`src/rtl/bcd_time_counter.sv`:
```
// HH:MM:SS BCD timekeeper with prescaler, field loads and day wrap.
// Optional alarm compiled in with `define BCD_TIME_ALARM_EN.
module bcd_time_counter #(
  parameter int CLK_DIV = 50000000
) (
  input  logic       clk,
  input  logic       rst,
  input  logic       run,
  input  logic       set_en,
  input  logic [1:0] set_sel,
  input  logic [7:0] set_val,
`ifdef BCD_TIME_ALARM_EN
  input  logic        alarm_set,
  input  logic [15:0] alarm_val,
  input  logic        alarm_on,
  input  logic        alarm_ack,
  output logic        alarm_hit,
`endif
  output logic [3:0] h_tens,
  output logic [3:0] h_ones,
  output logic [3:0] m_tens,
  output logic [3:0] m_ones,
  output logic [3:0] s_tens,
  output logic [3:0] s_ones,
  output logic       sec_tick,
  output logic       day_wrap,
  output logic       set_err
);

  localparam int PW =
    (CLK_DIV > 2) ? $clog2(CLK_DIV) : 1;
  localparam logic [PW-1:0] PTOP =
    PW'(CLK_DIV - 1);

  logic [PW-1:0] presc;
  logic          term;
  logic          adv;

  logic [3:0] v_t;
  logic [3:0] v_o;
  logic       ld_ok;
  logic       ld_sec;

  logic       cs;
  logic       cst;
  logic       cm;
  logic       cmt;
  logic       h23;
  logic       wrap;

  logic [3:0] n_ht;
  logic [3:0] n_ho;
  logic [3:0] n_mt;
  logic [3:0] n_mo;
  logic [3:0] n_st;
  logic [3:0] n_so;

  logic       alm_err;

  // A load in the terminal cycle swallows
  // that cycle's advance entirely.
  assign term = run & (presc == PTOP);
  assign adv  = term & ~set_en;

  assign v_t = set_val[7:4];
  assign v_o = set_val[3:0];

  // Range check of the load value for the
  // selected field.
  always_comb begin
    ld_ok = 1'b0;
    unique case (set_sel)
      2'd0: ld_ok = (v_t <= 4'd5)
                  & (v_o <= 4'd9);
      2'd1: ld_ok = (v_t <= 4'd5)
                  & (v_o <= 4'd9);
      2'd2: ld_ok = (set_val <= 8'h23)
                  & (v_o <= 4'd9);
      2'd3: ld_ok = 1'b0;
    endcase
  end

  assign ld_sec = set_en & ld_ok
                & (set_sel == 2'd0);

  assign cs  = (s_ones == 4'd9);
  assign cst = cs & (s_tens == 4'd5);
  assign cm  = cst & (m_ones == 4'd9);
  assign cmt = cm & (m_tens == 4'd5);
  assign h23 = (h_tens == 4'd2)
             & (h_ones == 4'd3);
  assign wrap = cmt & h23;

  // Time one second ahead of the current
  // digits, with the BCD carry chain.
  always_comb begin
    n_so = cs ? 4'd0 : s_ones + 4'd1;
    n_st = s_tens;
    n_mo = m_ones;
    n_mt = m_tens;
    n_ho = h_ones;
    n_ht = h_tens;
    if (cs)
      n_st = cst ? 4'd0 : s_tens + 4'd1;
    if (cst)
      n_mo = cm ? 4'd0 : m_ones + 4'd1;
    if (cm)
      n_mt = cmt ? 4'd0 : m_tens + 4'd1;
    if (cmt) begin
      if (h23) begin
        n_ht = 4'd0;
        n_ho = 4'd0;
      end else if (h_ones == 4'd9) begin
        n_ht = h_tens + 4'd1;
        n_ho = 4'd0;
      end else begin
        n_ho = h_ones + 4'd1;
      end
    end
  end

  // Prescaler: free-runs under run, cleared
  // by a valid seconds load.
  always_ff @(posedge clk) begin
    if (rst)
      presc <= '0;
    else if (ld_sec)
      presc <= '0;
    else if (run)
      presc <= term ? '0 : presc + 1'b1;
  end

  // Time digits: load beats advance.
  always_ff @(posedge clk) begin
    if (rst) begin
      h_tens <= 4'd0;
      h_ones <= 4'd0;
      m_tens <= 4'd0;
      m_ones <= 4'd0;
      s_tens <= 4'd0;
      s_ones <= 4'd0;
    end else if (set_en) begin
      if (ld_ok) begin
        unique case (set_sel)
          2'd0: begin
            s_tens <= v_t;
            s_ones <= v_o;
          end
          2'd1: begin
            m_tens <= v_t;
            m_ones <= v_o;
          end
          2'd2: begin
            h_tens <= v_t;
            h_ones <= v_o;
          end
          2'd3: ;
        endcase
      end
    end else if (adv) begin
      h_tens <= n_ht;
      h_ones <= n_ho;
      m_tens <= n_mt;
      m_ones <= n_mo;
      s_tens <= n_st;
      s_ones <= n_so;
    end
  end

  // Registered one-cycle status pulses.
  always_ff @(posedge clk) begin
    if (rst) begin
      sec_tick <= 1'b0;
      day_wrap <= 1'b0;
      set_err  <= 1'b0;
    end else begin
      sec_tick <= adv;
      day_wrap <= adv & wrap;
      set_err  <= (set_en & ~ld_ok)
                | alm_err;
    end
  end

`ifdef BCD_TIME_ALARM_EN
  logic [15:0] alm;
  logic        alm_ok;
  logic        hit_new;

  assign alm_ok =
    (alarm_val[15:8] <= 8'h23)
    & (alarm_val[11:8] <= 4'd9)
    & (alarm_val[7:4] <= 4'd5)
    & (alarm_val[3:0] <= 4'd9);

  assign alm_err = alarm_set & ~alm_ok;

  assign hit_new = adv & alarm_on
    & (n_st == 4'd0) & (n_so == 4'd0)
    & ({n_ht, n_ho, n_mt, n_mo} == alm);

  // Alarm register and sticky hit flag;
  // a fresh hit wins over acknowledge.
  always_ff @(posedge clk) begin
    if (rst) begin
      alm       <= 16'h0000;
      alarm_hit <= 1'b0;
    end else begin
      if (alarm_set & alm_ok)
        alm <= alarm_val;
      if (!alarm_on)
        alarm_hit <= 1'b0;
      else if (hit_new)
        alarm_hit <= 1'b1;
      else if (alarm_ack)
        alarm_hit <= 1'b0;
    end
  end
`else
  assign alm_err = 1'b0;
`endif

endmodule

```
`config.mk`:
```
export PLATFORM = sky130hd
export DESIGN_NAME = bcd_time_counter
export DESIGN_NICKNAME = d
export VERILOG_FILES = /design/src/rtl/bcd_time_counter.sv
export SDC_FILE = /design/constraint.sdc
export NUM_CORES = 1
export LEC_CHECK = 0
export ABC_AREA = 1
export CAP_MARGIN = 20
export CORE_ASPECT_RATIO = 1.75
export CORE_UTILIZATION = 62
export CTS_BUF_LIST = sky130_fd_sc_hd__clkbuf_4
export DETAILED_ROUTE_END_ITERATION = 6
export DONT_BUFFER_PORTS = 1
export PLACE_DENSITY_LB_ADDON = 0.15
export SETUP_SLACK_MARGIN = 0.15
export SLEW_MARGIN = 20
export SYNTH_ARGS = -nofsm -noshare
export SYNTH_HDL_FRONTEND = slang
export SYNTH_SLANG_ARGS = --single-unit
```
`constraint.sdc`:
```
create_clock -name clk -period 3.2 [get_ports clk]
set_clock_uncertainty 0.2 [all_clocks]
set_input_delay 0.8 -clock clk [delete_from_list [all_inputs] [get_ports clk]]
set_output_delay 0.8 -clock clk [all_outputs]
set_load 0.05 [all_outputs]
```
==> out/results.ini <==
[pwr]
p_total_mw=1.185
switchingPower_mw=0.3724
power_frac_seq_pct=61.3
power_frac_clock_pct=26.9
p_int_mw=0.8127
p_sw_share_pct=31.43
cellLeakagePower_nw=1.439
ir_worst_vdd_mv=0.2313
power.density_nw_per_um2=344.4
p_comb_share_pct=11.8

[synth]
ys_types=34
synth_nets=524
async_flop_share_pct=0
netlist_area_um2=3336
yosys.area.top_type_share_pct=31.81
synth_edf_count=0
ys_ff_latch=53
synth_flop_cell=dfxtp_1
synth_cells=499
synth_warnings=0
yosysSeqAreaShare_pct=31.81
synth.avg_cell_area_um2=6.685
yosysTopAreaCell=dfxtp_1
ys_top_cells_by_area=dfxtp_1 32%, nand2_1 12%, nor2_1 11%, inv_1 5.7%, nand3_1 5.6%

[final_layout]
nNetsFinal=528
regArea_um2=1061
fillers=489
antenna_cells=0
area_delta_synth_final_pct=3.151
drive_gt1_share_pct=10.71
multi_input_comb_area_um2=1967
utilization_pct=66.03

[route]
wl_um=7775
drtIter0Drc=103
drt_first_pass_iters=7
route.detailed.drc=2
wl_per_cell_um=13.91
num_vias=3105
ant_nets=0
vias_per_cell=5.555

[cts]
htreeDepth=2
clock_latency_ps=380
cts_made_buffers=5
cts_tree=done
ctsHoldBuffers=0
cts.sinks=53
cts_resized=0
root_buffer=clkbuf_4
clk_pin_slew_worst_paths_ps=160
clockBufferDepth=2
cts_setup_buffers=0

[timing]
slew_viol_final=0
slew_headroom_pct=55.56
min_period_ps=2277
setup_viol=0
fin_crit_sh_pct=71.16
rsz0062_at_grt=false
fmax_ghz=0.4391
hold_viol=0
worstMarginPinSlew_ps=665.7
setup_tns_ps=0

[critical_path]
path_common_cell=nor2_1
path_cells=inv_1 -> nor2_1 -> nand2_1 -> nor2_1 -> nor2_1 -> nor2_1 -> nand3_4 -> nand2_1 -> nand2_1 -> nor2_1
cp-end-kind=flop
crit_required_ps=3330
path_max_fanout=7
reg2reg_depth=10
path_class=reg -> reg
slowest_delay_ps=780
critical_path_arrival_ps=2400
start_kind=flop
cp_slowest_cell=dfxtp_1

[die]
core_um2=5211
rows=35
die_x_um=57.45
die_y_um=99.03
ios=41
dieArea_um2=5689
initial_core_util_pct=64.01

[placed_design]
dp_hpwl_um=6212
gp_congestion=0.9339
io_buffers=0

[grt]
grt_pass1_vias=3049
grt.total_usage_pct=29.06
antenna_found_initial=0
grt_max_degree=21
grt-ovfl-total=0
grt_pass1_wl_um=12940

[run_status]
status=complete, but fails checks
violations=design-rule violations

[run]
max-cap-violations=0

[hold_path]
min_path_type=in -> reg
min_path_cells=1

-- final timing paths --
path / from / endpoint / slack [ps]
worst max-delay path: s_ones[0]$_SDFFE_PP0P_ / m_ones[2]$_SDFFE_PP0P_ / 920
worst min register to register: presc[1]$_SDFFE_PP0P_ / presc[1]$_SDFFE_PP0P_ / 290
worst min-delay path: rst / h_ones[0]$_SDFFE_PP0P_ / 250
worst max register to register: s_ones[0]$_SDFFE_PP0P_ / m_ones[2]$_SDFFE_PP0P_ / 920
-- metal layers --
metal | wire, um | GRT usage (%) | vias up
met5 | 0 | 0 | -
met4 | 318 | 18.01 | 0
met3 | 289 | 3.018 | 30
met2 | 4373 | 56.80 | 94
met1 | 2794 | 27.23 | 1391
li1 | - | - | 1590
-- cells by family after synthesis --
kind of cell / synth area share, %
fa+ha+maj: 4.126
simple gates: 40.77
buf+inv: 9.227
flops: 31.81
compound gates: 7.764
xor+xnor: 6.302
-- cell usage after synthesis, types with 3 or more instances --
| master | instances |
|---|---|
| xnor2_1 | 7 |
| inv_1 | 51 |
| nand4_1 | 4 |
| nor2_2 | 4 |
| buf_2 | 3 |
| nand2_2 | 9 |
| dfxtp_1 | 53 |
| o21ai_0 | 27 |
| ha_1 | 11 |
| nand3_4 | 5 |
| a21oi_2 | 3 |
| nand2_1 | 107 |
| a21oi_1 | 14 |
| nand3_1 | 37 |
| nor3_1 | 14 |
| nor4_1 | 4 |
| nor2_1 | 96 |
| inv_2 | 9 |
| buf_4 | 3 |
| xor2_1 | 17 |
-- state kept, by name, indices dropped and copies added, names as in the netlist --
signal / count
m_tens: 4
day_wrap: 1
sec_tick: 1
h_ones: 4
h_tens: 4
presc: 26
s_ones: 4
s_tens: 4
m_ones: 4
set_err: 1
-- through the flow --
step                std cells  instance area, um2  worst slack [ps]  hold slack [ps]
floorplan                 499                3336              1082            255.5
global placement          551                3381             884.6            267.8
detailed placement        551                3381             850.3            272.9
CTS                       559                3441             935.0            243.5
global route              559                3441             715.7            244.6
finish                    559                3441             922.8            252.8
-- worst max-delay path: cells and delay by family, from the launching register on --
kind	cells	cell delay (ps)
flip-flops	1	780
AND/OR/NAND/NOR	9	1070
buffers and inverters	1	170
-- cell type report --
cell class / count / area share [%]
Multi-Input combinational cell: 375 / 57.16
Clock buffer: 6 / 1.309
Inverter: 61 / 6.727
Sequential cell: 53 / 30.84
Tap cell: 55 / 2.000
Clock inverter: 2 / 0.4364
Timing Repair Buffer: 7 / 1.527
-- power groups by stage --
stage / clock, mW / sequential (mW) / combinational [mW]
after CTS: 0.324 / 0.726 / 0.140
after floorplan: 0 / 0.748 / 0.108
final: 0.319 / 0.726 / 0.140
after global routing: 0.338 / 0.729 / 0.159
after detailed placement: 0 / 0.741 / 0.140
after global placement: 0 / 0.740 / 0.137
-- cell usage in the layout (no fill, tap or decap), drive strengths merged, types with 4 or more instances in the layout --
master / netlist / final
nand2: 118 / 118
clkbuf: 2 / 6
nor3: 16 / 16
xnor2: 7 / 7
inv: 61 / 61
ha: 11 / 11
nand4: 4 / 4
nor4: 4 / 4
buf: 8 / 7
o21ai: 28 / 28
a21oi: 17 / 17
nor2: 102 / 102
nand3: 44 / 44
xor2: 17 / 17
dfxtp: 53 / 53
(Power assumes the default switching activity.)
